### config.mk
export PLATFORM = sky130hd
export DESIGN_NAME = ps2_host_tx_flat
export DESIGN_NICKNAME = d
export VERILOG_FILES = /design/src/rtl/ps2_pkg.sv /design/src/rtl/ps2_host_tx_if.sv /design/src/rtl/ps2_sync_edge.sv /design/src/rtl/ps2_host_tx.sv /design/src/flat_wrapper.sv
export SDC_FILE = /design/constraint.sdc
export NUM_CORES = 1
export LEC_CHECK = 0
export BUFFER_PORTS_ARGS = -buffer_cell sky130_fd_sc_hd__buf_2
export CORE_MARGIN = 3
export CORE_UTILIZATION = 45
export DETAILED_ROUTE_END_ITERATION = 7
export GPL_ROUTABILITY_DRIVEN = 0
export PLACE_DENSITY = 0.64
export SKIP_LAST_GASP = 1
export SLEW_MARGIN = 15
export SYNTH_ARGS = -nofsm -noshare
export SYNTH_HDL_FRONTEND = slang
export SYNTH_SLANG_ARGS = --single-unit
export TNS_END_PERCENT = 20
### constraint.sdc
create_clock -name clk -period 2.21 [get_ports clk]
set_input_delay 0.221 -clock clk [delete_from_list [all_inputs] [get_ports clk]]
set_output_delay 0.221 -clock clk [all_outputs]
set_load 0.1 [all_outputs]
### src/rtl/ps2_pkg.sv
// Shared PS/2 definitions: transmitter state encoding, well-known command bytes
// and frame geometry, used by both the host transmit and receive paths.
package ps2_pkg;

  typedef enum logic [2:0] {
    ST_IDLE,
    ST_INHIBIT,
    ST_RELEASE,
    ST_XFER,
    ST_ACK,
    ST_WAIT_IDLE
  } ps2_tx_state_t;

  localparam logic [7:0] PS2_CMD_SET_LEDS = 8'hED;
  localparam logic [7:0] PS2_CMD_RESET    = 8'hFF;
  localparam logic [7:0] PS2_ACK          = 8'hFA;
  localparam logic [7:0] PS2_BREAK        = 8'hF0;

  // start + 8 data + parity + stop
  localparam int PS2_FRAME_BITS = 11;

  function automatic logic odd_parity(input logic [7:0] d);
    return ~^d;
  endfunction

endpackage

### src/rtl/ps2_host_tx_if.sv
// Command handshake between a requester and the PS/2 host transmitter.
interface ps2_host_tx_if;
  logic [7:0] tx_data;
  logic       tx_start;
  logic       tx_busy;
  logic       tx_done;
  logic       tx_err;

  modport master (output tx_data, tx_start, input tx_busy, tx_done, tx_err);
  modport slave  (input tx_data, tx_start, output tx_busy, tx_done, tx_err);
endinterface

### src/rtl/ps2_sync_edge.sv
// Two-flop synchronizers for the PS/2 clock and data pins plus a falling-edge
// strobe on the synchronized clock; shared with the receive path.
module ps2_sync_edge (
  input  logic clk,
  input  logic rst,
  input  logic ps2_clk_in,
  input  logic ps2_data_in,
  output logic clk_sync,
  output logic data_sync,
  output logic clk_fall
);

  logic clk_meta_reg, clk_sync_reg, clk_prev_reg;
  logic data_meta_reg, data_sync_reg;

  // Reset to the idle-high bus level so no edge is invented at reset release.
  always_ff @(posedge clk) begin
    if (rst) begin
      clk_meta_reg  <= 1'b1;
      clk_sync_reg  <= 1'b1;
      clk_prev_reg  <= 1'b1;
      data_meta_reg <= 1'b1;
      data_sync_reg <= 1'b1;
    end else begin
      clk_meta_reg  <= ps2_clk_in;
      clk_sync_reg  <= clk_meta_reg;
      clk_prev_reg  <= clk_sync_reg;
      data_meta_reg <= ps2_data_in;
      data_sync_reg <= data_meta_reg;
    end
  end

  assign clk_sync  = clk_sync_reg;
  assign data_sync = data_sync_reg;
  assign clk_fall  = clk_prev_reg & ~clk_sync_reg;

endmodule

### src/rtl/ps2_host_tx.sv
// Host-to-device PS/2 transmitter: inhibits the bus, issues a request-to-send,
// shifts one byte out on device clock falls and checks the device ACK.
module ps2_host_tx
  import ps2_pkg::*;
#(
  parameter int INHIBIT_CYCLES = 12000,
  parameter int TIMEOUT_CYCLES = 200000,
  parameter int TO_W           = 18
) (
  input  logic          clk,
  input  logic          rst,
  ps2_host_tx_if.slave  host,
  input  logic          ps2_clk_in,
  input  logic          ps2_data_in,
  output logic          ps2_clk_oe,
  output logic          ps2_data_oe
);

  localparam logic [TO_W-1:0] INHIBIT_LOAD = TO_W'(INHIBIT_CYCLES - 1);
  localparam logic [TO_W-1:0] TIMEOUT_LOAD = TO_W'(TIMEOUT_CYCLES - 1);
  localparam logic [3:0]      STOP_BIT     = 4'(PS2_FRAME_BITS - 2);

  ps2_tx_state_t   state_reg, state_next;
  logic [TO_W-1:0] cnt_reg, cnt_next;
  logic [3:0]      bitcnt_reg, bitcnt_next;
  logic [8:0]      frame_reg, frame_next;
  logic            clk_oe_reg, clk_oe_next;
  logic            data_oe_reg, data_oe_next;
  logic            done_reg, done_next;
  logic            err_reg, err_next;

  logic clk_sync, data_sync, clk_fall;
  logic cnt_zero, bus_idle;

  ps2_sync_edge u_sync (
    .clk         (clk),
    .rst         (rst),
    .ps2_clk_in  (ps2_clk_in),
    .ps2_data_in (ps2_data_in),
    .clk_sync    (clk_sync),
    .data_sync   (data_sync),
    .clk_fall    (clk_fall)
  );

  assign cnt_zero = (cnt_reg == '0);
  assign bus_idle = clk_sync & data_sync;

  always_ff @(posedge clk) begin
    if (rst) begin
      state_reg   <= ST_IDLE;
      cnt_reg     <= '0;
      bitcnt_reg  <= '0;
      frame_reg   <= '0;
      clk_oe_reg  <= 1'b0;
      data_oe_reg <= 1'b0;
      done_reg    <= 1'b0;
      err_reg     <= 1'b0;
    end else begin
      state_reg   <= state_next;
      cnt_reg     <= cnt_next;
      bitcnt_reg  <= bitcnt_next;
      frame_reg   <= frame_next;
      clk_oe_reg  <= clk_oe_next;
      data_oe_reg <= data_oe_next;
      done_reg    <= done_next;
      err_reg     <= err_next;
    end
  end

  // One down-counter serves both the inhibit delay and the per-edge timeout.
  always_comb begin
    state_next  = state_reg;
    cnt_next    = cnt_reg;
    bitcnt_next = bitcnt_reg;
    frame_next  = frame_reg;
    case (state_reg)
      ST_IDLE: begin
        if (host.tx_start) begin
          frame_next = {odd_parity(host.tx_data), host.tx_data};
          cnt_next   = INHIBIT_LOAD;
          state_next = ST_INHIBIT;
        end
      end
      ST_INHIBIT: begin
        if (cnt_zero) state_next = ST_RELEASE;
        else          cnt_next   = cnt_reg - TO_W'(1);
      end
      ST_RELEASE: begin
        bitcnt_next = '0;
        cnt_next    = TIMEOUT_LOAD;
        state_next  = ST_XFER;
      end
      ST_XFER: begin
        if (clk_fall) begin
          bitcnt_next = bitcnt_reg + 4'd1;
          cnt_next    = TIMEOUT_LOAD;
          if (bitcnt_reg == STOP_BIT) state_next = ST_ACK;
        end else if (cnt_zero) begin
          state_next = ST_IDLE;
        end else begin
          cnt_next = cnt_reg - TO_W'(1);
        end
      end
      ST_ACK: begin
        if (clk_fall) begin
          cnt_next   = TIMEOUT_LOAD;
          state_next = data_sync ? ST_IDLE : ST_WAIT_IDLE;
        end else if (cnt_zero) begin
          state_next = ST_IDLE;
        end else begin
          cnt_next = cnt_reg - TO_W'(1);
        end
      end
      ST_WAIT_IDLE: begin
        if (bus_idle || cnt_zero) state_next = ST_IDLE;
        else                      cnt_next   = cnt_reg - TO_W'(1);
      end
      default: state_next = ST_IDLE;
    endcase
  end

  always_comb begin
    clk_oe_next  = clk_oe_reg;
    data_oe_next = data_oe_reg;
    done_next    = 1'b0;
    err_next     = 1'b0;
    case (state_reg)
      ST_IDLE:    if (host.tx_start) clk_oe_next = 1'b1;
      ST_INHIBIT: if (cnt_zero) data_oe_next = 1'b1;
      ST_RELEASE: clk_oe_next = 1'b0;
      ST_XFER: begin
        // A 1 bit releases the line, a 0 bit pulls it low; the stop bit is a 1.
        if (clk_fall)
          data_oe_next = (bitcnt_reg == STOP_BIT) ? 1'b0 : ~frame_reg[bitcnt_reg];
        else if (cnt_zero)
          err_next = 1'b1;
      end
      ST_ACK: begin
        if (clk_fall) err_next = data_sync;
        else          err_next = cnt_zero;
      end
      ST_WAIT_IDLE: begin
        if (bus_idle) done_next = 1'b1;
        else          err_next  = cnt_zero;
      end
      default: ;
    endcase
    if (state_reg != ST_IDLE && state_next == ST_IDLE) begin
      clk_oe_next  = 1'b0;
      data_oe_next = 1'b0;
    end
  end

  assign host.tx_busy = (state_reg != ST_IDLE);
  assign host.tx_done = done_reg;
  assign host.tx_err  = err_reg;
  assign ps2_clk_oe   = clk_oe_reg;
  assign ps2_data_oe  = data_oe_reg;

endmodule
### src/flat_wrapper.sv
// flat-port wrapper written by rule: the top's interface ports become plain ports
module ps2_host_tx_flat import ps2_pkg::*;
#(
  parameter int INHIBIT_CYCLES = 12000,
  parameter int TIMEOUT_CYCLES = 200000,
  parameter int TO_W           = 18
)
  (clk, rst, ps2_clk_in, ps2_data_in, ps2_clk_oe, ps2_data_oe, host_tx_data, host_tx_start, host_tx_busy, host_tx_done, host_tx_err);
  ps2_host_tx_if host_i ();
  input  logic clk;
  input  logic rst;
  input  logic ps2_clk_in;
  input  logic ps2_data_in;
  output logic ps2_clk_oe;
  output logic ps2_data_oe;
  input wire logic [$bits(host_i.tx_data)-1:0] host_tx_data;
  input wire logic [$bits(host_i.tx_start)-1:0] host_tx_start;
  output wire logic [$bits(host_i.tx_busy)-1:0] host_tx_busy;
  output wire logic [$bits(host_i.tx_done)-1:0] host_tx_done;
  output wire logic [$bits(host_i.tx_err)-1:0] host_tx_err;
  assign host_i.tx_data = host_tx_data;
  assign host_i.tx_start = host_tx_start;
  assign host_tx_busy = host_i.tx_busy;
  assign host_tx_done = host_i.tx_done;
  assign host_tx_err = host_i.tx_err;
  ps2_host_tx #(.INHIBIT_CYCLES(INHIBIT_CYCLES), .TIMEOUT_CYCLES(TIMEOUT_CYCLES), .TO_W(TO_W)) u_core (.clk(clk), .rst(rst), .host(host_i), .ps2_clk_in(ps2_clk_in), .ps2_data_in(ps2_data_in), .ps2_clk_oe(ps2_clk_oe), .ps2_data_oe(ps2_data_oe));
endmodule
Word-level counts from Yosys, hierarchy flattened
Cells that the tools add are included.
{"block": "totals", "output_inout_bits": 5, "elab_cells": 80, "reg_bits": 43, "input_bits": 13}
{"block": "classes", "eq_ne": 10, "n_addsub": 2, "bitwise": 5, "n_mux": 30, "reduce_logical": 19, "n_lt_le_gt_ge": 1}
{"cell": "$pmux W18 S5", "count": 1}
{"cell": "$mux W18", "count": 4}
{"cell": "$mux W3", "count": 8}
{"cell": "$logic_not A18 Y1", "count": 1}
{"cell": "$pmux W3 S6", "count": 1}
{"cell": "$sub A18 B1 Y18 const B", "count": 1}
{"cell": "$mux W1", "count": 10}
{"cell": "$pmux W4 S2", "count": 1}
{"cell": "$reduce_xnor A8 Y1", "count": 1}
{"cell": "$eq A3 B2 Y1 const B", "count": 2}
{"cell": "$eq A3 B3 Y1 const B", "count": 2}
{"cell": "$logic_not A3 Y1", "count": 2}
{"cell": "$reduce_and A2 Y1", "count": 3}
{"cell": "$reduce_and A3 Y1", "count": 2}
{"cell": "$reduce_bool A2 Y1", "count": 3}
{"cell": "$reduce_or A2 Y1", "count": 3}
{"cell": "$lt A4 B5 Y1 const B", "count": 1}
{"cell": "$reduce_bool A5 Y1", "count": 1}
{"cell": "$add A4 B1 Y4 const B", "count": 1}
{"cell": "$bmux W1 S4", "count": 1}
{"cell": "$eq A4 B4 Y1 const B", "count": 1}
{"cell": "$mux W4", "count": 1}
{"cell": "$ne A2 B1 Y1 const B", "count": 2}
{"cell": "$ne A2 B2 Y1 const B", "count": 2}
{"cell": "8 further kinds", "count": 12}

Depth between registers and ports, before layout
Gate-level depths: netlist (run 1).
{"block": "depth", "depth_word": 7, "depth_mapped": 8, "mapped_depth_nobuf": 8}

Modules after synthesis
From an unflattened synthesis (run 1), not the netlist that was laid out.
{"block": "hier_totals", "hier_cells": 355, "area_unflattened_um2": 2625.0}
{"module": "ps2_host_tx", "n_inst": 1, "seq_area_each_um2": 760.7, "area_each_um2": 2487.4, "cells_per_inst": 344}
{"module": "ps2_sync_edge", "n_inst": 1, "seq_area_each_um2": 100.1, "area_each_um2": 137.6, "cells_per_inst": 11}

Worst setup path after synthesis (run 1)
OpenSTA, ideal clock, no wires.
{"block": "synth_path", "path_kind": "register to register", "startpoint": "register u_core.state_reg[2]", "endpoint": "register u_core.cnt_reg[17]", "synth_period_minus_slack_ns": 2.408, "n_path_buf": 1, "path_stages_with_launch": 9, "slack_ns": -0.198, "t_arrival_ns": 2.279, "t_required_ns": 2.081, "setup_time_ns": 0.129, "path_cell_list": "dfxtp_1 > buf_2 > nor3_1 > inv_1 > o2bb2ai_2 > a41oi_1 > o21ai_0 > a22oi_1 > nor3_2"}
{"block": "synth_via", "elab_chain_cells": 4, "word_cells_on_any_way": 12, "cone_classes": "7 x eq/ne; 1 x mux; 4 x reduce/logical"}
{"element": "start, declared", "line": "ps2_host_tx.sv:23", "rtl": "ps2_tx_state_t state_reg, state_next;"}
{"element": "start signal, assigned", "line": "ps2_host_tx.sv:59", "rtl": "state_reg <= state_next;"}
{"element": "$eq A3 B2 Y1 / $eq A3 B3 Y1 (equally long branches)", "line": "ps2_host_tx.sv:76", "rtl": "case (state_reg)"}
{"element": "$reduce_or A2 Y1 (no line)"}
{"element": "$reduce_bool A5 Y1 (no line)"}
{"element": "$reduce_and A3 Y1 (no line)"}
{"element": "end signal, assigned", "line": "ps2_host_tx.sv:60", "rtl": "cnt_reg <= cnt_next;"}
{"element": "end, declared", "line": "ps2_host_tx.sv:24", "rtl": "logic [TO_W-1:0] cnt_reg, cnt_next;"}
Parallel ways exist; a longest one is shown, timed or not.
A chain may end at the register's enable or synchronous reset.

Worst setup path in the final report (run 1)
{"block": "layout_path", "startpoint": "register u_core.state_reg[2]", "endpoint": "register u_core.cnt_reg[11]"}
Same word-level chain as after synthesis.

==> results of run 1 <==
==> area by class of cell <==
cell class | count | share of cell area, %
clock buffers | 5 | 2.298
clock inverters | 3 | 1.546
inverters | 8 | 1.128
multi-input cells | 268 | 54.49
flip-flops and latches | 43 | 28.75
well taps | 70 | 2.925
repair buffers | 41 | 8.859
==> metrics by stage <==
stage          instance area, sq um  utilization, %
6_report                       2994           56.12
5_1_grt                        2994           56.12
4_1_cts                        2978           55.82
3_5_place_dp                   2863           53.66
3_3_place_gp                   2863           53.66
2_1_floorplan                  2606               -
==> final timing paths <==
| check | slack (ns) | startpoint | to | cells past startpoint |
|---|---|---|---|---|
| worst min register to register | 0.42 | u_core.u_sync.clk_meta_reg$_SDFF_PP1_ | u_core.u_sync.clk_sync$_SDFF_PP1_ | 1 |
| worst max register to register | 0.04 | u_core.state_reg[2]$_SDFF_PP0_ | u_core.cnt_reg[11]$_SDFFE_PP0P_ | 6 |
| worst max-delay path | 0.04 | u_core.state_reg[2]$_SDFF_PP0_ | u_core.cnt_reg[11]$_SDFFE_PP0P_ | 6 |
| worst min-delay path | 0.11 | ps2_data_in | u_core.u_sync.data_meta_reg$_SDFF_PP1_ | 2 |
==> cells in the final DEF (no fill, tap or decap), drive strengths merged, types with 5 or more instances in the layout <==
cell | Yosys | layout
or4 | 5 | 5
inv | 8 | 8
a211oi | 5 | 5
nor4 | 10 | 10
nor3 | 21 | 21
buf | 10 | 41
nor2 | 35 | 35
nand3 | 7 | 7
or2 | 5 | 5
clkbuf | 9 | 5
xnor2 | 8 | 8
nand2 | 49 | 49
dfxtp | 43 | 43
o21ai | 17 | 17
a21oi | 40 | 40
nand2b | 6 | 6
==> cell families (layout without fill, tap and decap cells) <==
logic type      count (synthesis)  count (layout)  synth area share, %
fa+ha+maj                       4               4                1.941
mux                             3               3                2.183
xor+xnor                        9               9                3.057
buf+inv                        27              57                4.609
compound gates                 96              96                23.14
flops                          43              43                33.38
simple gates                  156             156                31.68
==> metal layers <==
| layer | up-vias | share of wire [%] |
|---|---|---|
| met5 | - | 0 |
| met4 | 0 | 1.2 |
| met3 | 18 | 8.1 |
| met2 | 126 | 45 |
| met1 | 1183 | 45 |
| li1 | 1278 | - |
==> report_power, final <==
| group | total, mW | leakage (nW) | internal [mW] | switching, mW |
|---|---|---|---|---|
| sequential | 0.900 | 0.353 | 0.829 | 0.0712 |
| clock | 0.633 | 0.0548 | 0.341 | 0.292 |
| combinational | 0.602 | 0.732 | 0.236 | 0.367 |
==> timing repair <==
item,CTS,global route
buffers inserted,0,1
resized for setup,0,1
endpoints found under the setup margin,0,7
==> results.txt, run 1 <==
Setup repair after global routing could not meet its margin everywhere. The clock sink count came out at 43. The synthesized area per cell is between 7 and 8 sq um.

The total length of routed wires came out at roughly 7000 microns. After synthesis the netlist holds a flip-flop and latch count of 43. The count of unresolved DRC violations after routing is 0. The filler cells instantiated in the layout total between 500 and 600. The cell count after placement came out at ~430. The flip-flop count of the largest register, all copies and words added came out at 18. By startpoint and endpoint, the worst setup path is classified as register to register.

The number of global-route vias before repair came to around 2400. Synthesis handed over a netlist of approximately 340 instances. The share of synthesized area occupied by flip-flops and latches came out at 33.38%.

The maximum vdd drop came out at about 0.48 mV. The overall fraction of global-route tracks in use came out at between 20% and 30%. By area the synthesized netlist is led by sky130_fd_sc_hd__dfxtp_1 33%, sky130_fd_sc_hd__a21oi_1 7.8%, sky130_fd_sc_hd__nand2_1 7.1%. Detailed placement finished with a half-perimeter wire length of around 5100 microns. The initial antenna violation count is 0. The clock latency on the worst-skew pair is 0.30 ns. STA classifies the critical path startpoint as a register. The area overhead of the layout relative to synthesis came out at 16.11%. The number of nets in the synthesized netlist is ~360. The total of max-cap violations came out at 0.

The global routing met2 resource utilization came out at about a third. The maximum root-to-sink buffer count came out at 2. The mean routed wirelength per cell is around 16 microns. The TritonCTS clock tree is built. The effective utilization at floorplan is about half. The transition time at the pin with the least slew margin is 0.5757 ns.

After clock tree synthesis, the flow added hold-fix buffers numbering 0. The largest net degree at the start of global routing is 26. The Yosys warning count came out at 0. The number of detailed-route iterations in the first pass came out at 5. The post-placement worst setup slack came out at 0.1068 ns. Global routing consumed, on the met3 layer, about 4.2% of the routing resources. The detailed router placed 2605 vias in this run.

The number of diodes is 0. The hold violation count in the final report is 0. Counting I/O delays and the setup requirement, the final critical path takes approximately 2.2 ns. The count of placed standard cells in the final layout, fillers left out came out at approximately 440. The critical path goes through nor2b_1, buf_4, nor2_1, o21ai_0, a21oi_1, nor4_1. The final count of negative-setup-slack endpoints came out at 0. The number of buffers and inverters on the critical path is 1. The static leakage power came out at 1.139 nW. The routed via count divided by cell count came out at between 5 and 6.

The worst relative slew slack came out at roughly three fifths. The core box area is approximately 5300 sq um. The longest individual stage delay on the worst path came out at 0.70 ns. Dividing the final minimum period by the clock period gives 98.02%. The total congestion overflow after global routing came out at 0. After synthesis, the share of flip-flops with an asynchronous set or reset is 0%.

The die is 81.70 microns wide. For this run, the post-layout net count is 384. The post-route netlist has between 20 and 25% of its cells at a drive strength greater than 1. Port buffering added 17 buffers. The total power after layout is around 2.1 mW. The floorplan step defined a die boundary enclosing approximately 6700 sq um. The total number of H-tree levels came out at 2. Counting flops with a built-in enable in the synthesized netlist gives 0. The number of buffers created by CTS is 5. The total I/O pin count is 18. The portion of synthesized cell area occupied by the leading cell type is about a third.

The worst endpoint data arrival time is 2.37 ns. The area occupied by multi-input gates is 1632 sq um. In this run the worst path has a maximum fanout of 13. Among all flip-flop cells after synthesis, the most frequent one is sky130_fd_sc_hd__dfxtp_1.

For this design the ratio of total power to cell area is roughly 710 nW/um^2. In the final layout, flip-flops and latches occupy 860.8 sq um. Counting instances in the post-synthesis netlist gives the leading cell types as 49 x sky130_fd_sc_hd__nand2_1, 43 x sky130_fd_sc_hd__dfxtp_1, 40 x sky130_fd_sc_hd__a21oi_1. The number of slew-limit violations in the final report is 0. The type of the worst min-delay path is input port to register.

In this run the most used layer during global routing was met2. The row count is 26. The global-route track usage on met1 is 32.35%. The fmax came out at between 400 and 500 MHz.

The tree is rooted in a sky130_fd_sc_hd__clkbuf_8. The kind of cell with the highest combined delay on the critical path is flip-flops. The synthesized netlist occupies a cell area of approximately 2600 sq um. The global-route wire length before repair is between 10000 and 15000 microns. The antenna violation net count after detailed routing came out at 0. From bottom edge to top edge, the die measures a little over 80 microns.

The run finished with clean final reports. The nature of the critical path endpoint is a register. The worst hold margin is around 0.11 ns. The clock skew after layout is slightly above 0.009 ns. In this run, the number of DRC markers left after iteration 0 of detailed routing was roughly 240. The final-layout setup total negative slack is 0 ns.

The number of unique standard cell types used by synthesis is 53. The leading cell type by number of instances after synthesis is sky130_fd_sc_hd__nand2_1. The final worst setup slack came out at 0.04380 ns. The clock-pin slew on the worst setup and hold paths is 0.09 ns.

The slowest stage of the critical path is the sky130_fd_sc_hd__dfxtp_1 cell. The largest total area in the synthesized netlist belongs to sky130_fd_sc_hd__dfxtp_1. The critical path required time came out at ~2.4 ns.
Power figures use the tool's default switching activity.
==> run 2, diff against run 1 <==
- clock period: 2.21 -> 2 ns (I/O delays scaled with it)
==> run 2 against run 1 <==
The run now ends with negative setup slack left. Critical path depth is the same. Non-clock buffer count grew 23. First-iteration DRC count shrank 14%. Die area is the same. Core utilization grew 5.0 points. Worst setup slack lost 0.052 ns. Maximum frequency grew 7.9%. Sequential power grew 11%. Clock skew shrank 0.0052 ns. Count of clock-buffer cells in the layout grew 1. Critical path type unchanged. Critical endpoint is now u_core.cnt_reg[9]$_SDFFE_PP0P_. Largest cell class unchanged. Highest routed layer unchanged.
==> results.txt, run 2 (same netlist as run 1, synthesis figures left out) <==
The startpoint of the most critical register-to-register path is u_core.cnt_reg[3]$_SDFFE_PP0P_ (was u_core.state_reg[2]$_SDFF_PP0_). The final reports fail on negative setup slack. The transition time at the pin with the least slew margin is 0.6419 ns (was 0.5757 ns). The final critical path time including I/O delays and setup came to 2.008 ns (was 2.166 ns). The maximum vdd drop is 0.3555 mV (was 0.4848 mV). The routed via count divided by cell count came to 5.863 (was 5.947). The hold violation count in the final report is 0 (unchanged). The worst endpoint data arrival time is 2.24 ns (was 2.37 ns).

The estimated wirelength of the detail-placed design is 5413 microns (was 5073 microns). The total congestion overflow after global routing is 0 (unchanged). The effective utilization at floorplan came out at 48.33% (unchanged). The TritonCTS clock tree was built (unchanged). The highest fanout seen on the critical path is 4 (was 13). The total length of routed wires came out at 7514 microns (was 6925 microns). The critical path launch point type was a register (unchanged).

The leading cell type in the layout, fill and taps excluded is sky130_fd_sc_hd__nand2_1 (unchanged). The final critical-path share of the clock period came out at 100.4% (was 98.02%). The final core area utilization came out at 61.09% (was 56.12%). The static leakage power is 1.279 nW (was 1.139 nW). The fmax was 497.9 MHz (was 461.6 MHz).

The floorplan die width was 81.70 microns (unchanged). The setup slack of the most critical reg-to-reg path is -0.008 ns (was 0.04 ns). The cell at the root of the clock tree is sky130_fd_sc_hd__clkbuf_8 (unchanged). The mean routed wirelength per cell is 16.30 microns (was 15.81 microns). The terminus of the critical flop-to-flop path is u_core.cnt_reg[9]$_SDFFE_PP0P_ (was u_core.cnt_reg[11]$_SDFFE_PP0P_). The final-layout setup total negative slack was -0.008381 ns (was 0 ns). The clock-pin slew on the worst setup and hold paths came out at 0.09 ns (about the same). The number of slew-limit violations in the final report came to 0 (unchanged). The storage element area is 867.1 sq um (was 860.8 sq um). The area of the die came to 6675 sq um (unchanged). The areal power density over the cells is 777.4 nW/um^2 (was 713.1 nW/um^2).

The maximum root-to-sink buffer count is 2 (unchanged). The total I/O pin count was 18 (unchanged). The number of filler cells placed in the layout came out at 486 (was 504). The nature of the critical path endpoint is a register (unchanged). The worst relative slew slack came out at 57.21% (was 61.57%). The count of cells along the worst register-to-register path came to 6 (unchanged). The total of buffers placed on input and output ports came out at 17 (unchanged). The critical path required time came out at 2.23 ns (was 2.41 ns).

The number of global-route vias before repair is 2420 (was 2351). The final count of negative-setup-slack endpoints came to 1 (was 0). The number of detailed-route iterations in the first pass came out at 5 (unchanged). The global-route wire length before repair is 11980 microns (was 11550 microns). The core box area is 5335 sq um (unchanged). The count of nets after finishing is 407 (was 384). Status: finished with violations (was finished, final reports clean).

The row count came out at 26 (unchanged). The antenna violation net count after detailed routing is 0 (unchanged). The total number of H-tree levels came out at 2 (unchanged). The largest net degree at the start of global routing came to 31 (was 26).

Top library cells by usage in the layout, fill and taps aside: 48 x sky130_fd_sc_hd__nand2_1, 47 x sky130_fd_sc_hd__buf_4, 40 x sky130_fd_sc_hd__dfxtp_1 (was 49 x sky130_fd_sc_hd__nand2_1, 43 x sky130_fd_sc_hd__dfxtp_1, 40 x sky130_fd_sc_hd__a21oi_1). Unrepaired setup endpoints after global routing: yes (unchanged). The floorplan die height came out at 81.70 microns (unchanged).

The startpoint of the most critical hold path was ps2_clk_in (was ps2_data_in). The clock sink count came to 43 (unchanged). The fraction of final layout cells with drive strength greater than 1 is 28.39% (was 20.11%).

The number of vias in the routed layout was 2703 (was 2605). The class of the most critical setup path is register to register (unchanged). The area occupied by multi-input gates is 1712 sq um (was 1632 sq um). The total of max-cap violations came to 0 (unchanged). The total power after layout is 2.534 mW (was 2.135 mW).

The clock skew after layout came out at 0.004168 ns (was 0.009323 ns). The initial antenna violation count was 0 (unchanged). The number of DRC violations after detailed-routing iteration 0 is 209 (was 242). The hold-critical path depth is 2 (unchanged). The number of buffers created by CTS is 5 (unchanged). The final worst setup slack came out at -0.008381 ns (was 0.04380 ns).

The area overhead of the layout relative to synthesis was 26.40% (was 16.11%). The clock latency on the worst-skew pair came out at 0.30 ns (about the same). The count of unresolved DRC violations after routing came to 0 (unchanged). The overall fraction of global-route tracks in use came out at 23.43% (was 22.18%). The type of the worst min-delay path is input port to register (unchanged).

The capture endpoint of the worst hold path is u_core.u_sync.clk_meta_reg$_SDFF_PP1_ (was u_core.u_sync.data_meta_reg$_SDFF_PP1_). The number of diodes came out at 0 (unchanged). The flip-flop count of the largest register, all copies and words added is 18 (unchanged).
-- run 2: changes by cell type in the layout (fill, tap and decap cells not counted), sizes merged --
cell      before  now
clkinvlp       2    1
clkbuf         5    6
buf           41   64
-- run 2: repair_timing --
item,4_1_cts,5_1_grt
setup buffers,0,2
endpoints found under the setup margin,6,19
pin swaps,0,5
hold buffers,0,0
resized for setup,1,16
-- run 2: per-layer routing --
layer,up-vias,global-route usage (%),wire (microns)
met5,-,0,0
met4,0,7.807,97
met3,8,4.605,457
met2,121,36.32,3442
met1,1250,32.59,3516
li1,1324,-,-
-- run 2: worst max-delay path by stage --
stage                                               from                              end  slack, ns
after detailed placement  u_core.cnt_reg[4]$_SDFFE_PP0P_  u_core.cnt_reg[13]$_SDFFE_PP0P_      -0.07
after global placement    u_core.cnt_reg[3]$_SDFFE_PP0P_  u_core.cnt_reg[13]$_SDFFE_PP0P_      -0.05
final                     u_core.cnt_reg[3]$_SDFFE_PP0P_   u_core.cnt_reg[9]$_SDFFE_PP0P_     -0.008
after global routing      u_core.cnt_reg[3]$_SDFFE_PP0P_   u_core.cnt_reg[9]$_SDFFE_PP0P_      -0.09
after CTS                 u_core.cnt_reg[4]$_SDFFE_PP0P_   u_core.cnt_reg[9]$_SDFFE_PP0P_      -0.06
after floorplan           u_core.state_reg[2]$_SDFF_PP0_  u_core.cnt_reg[17]$_SDFFE_PP0P_      -0.11
-- run 2: critical path, stage by stage, from the launching register on --
cell,delay (ns)
sky130_fd_sc_hd__dfxtp_4,0.37
sky130_fd_sc_hd__buf_4,0.14
sky130_fd_sc_hd__or4_1,0.41
sky130_fd_sc_hd__or4_4,0.54
sky130_fd_sc_hd__o31ai_4,0.24
sky130_fd_sc_hd__a221oi_2,0.10
sky130_fd_sc_hd__nor2_1,0.13
-- run 2: stage by stage --
stage          hold WS (ns)  cell area, sq um  setup slack [ns]  std cells
6_report            0.07411              3259         -0.008381        461
5_1_grt             0.06673              3259          -0.08537        461
3_3_place_gp         0.3826              3038          -0.04607        451
4_1_cts             0.06913              3166          -0.05779        459
3_5_place_dp         0.3836              3038          -0.07013        451
2_1_floorplan        0.3038              2619           -0.1136        338
-- run 2: final cells by class --
class,instances,area share [%]
Multi-Input combinational cell,268,52.51
Sequential cell,43,26.60
Timing Repair Buffer,64,13.44
Tap cell,70,2.687
Clock buffer,6,2.534
Clock inverter,2,1.190
Inverter,8,1.036
-- run 2: report_power, final --
| part | total (mW) | switching [mW] | leakage, nW | internal (mW) |
|---|---|---|---|---|
| Combinational | 0.810 | 0.463 | 0.863 | 0.348 |
| Clock | 0.728 | 0.317 | 0.0618 | 0.411 |
| Sequential | 0.995 | 0.0772 | 0.354 | 0.918 |
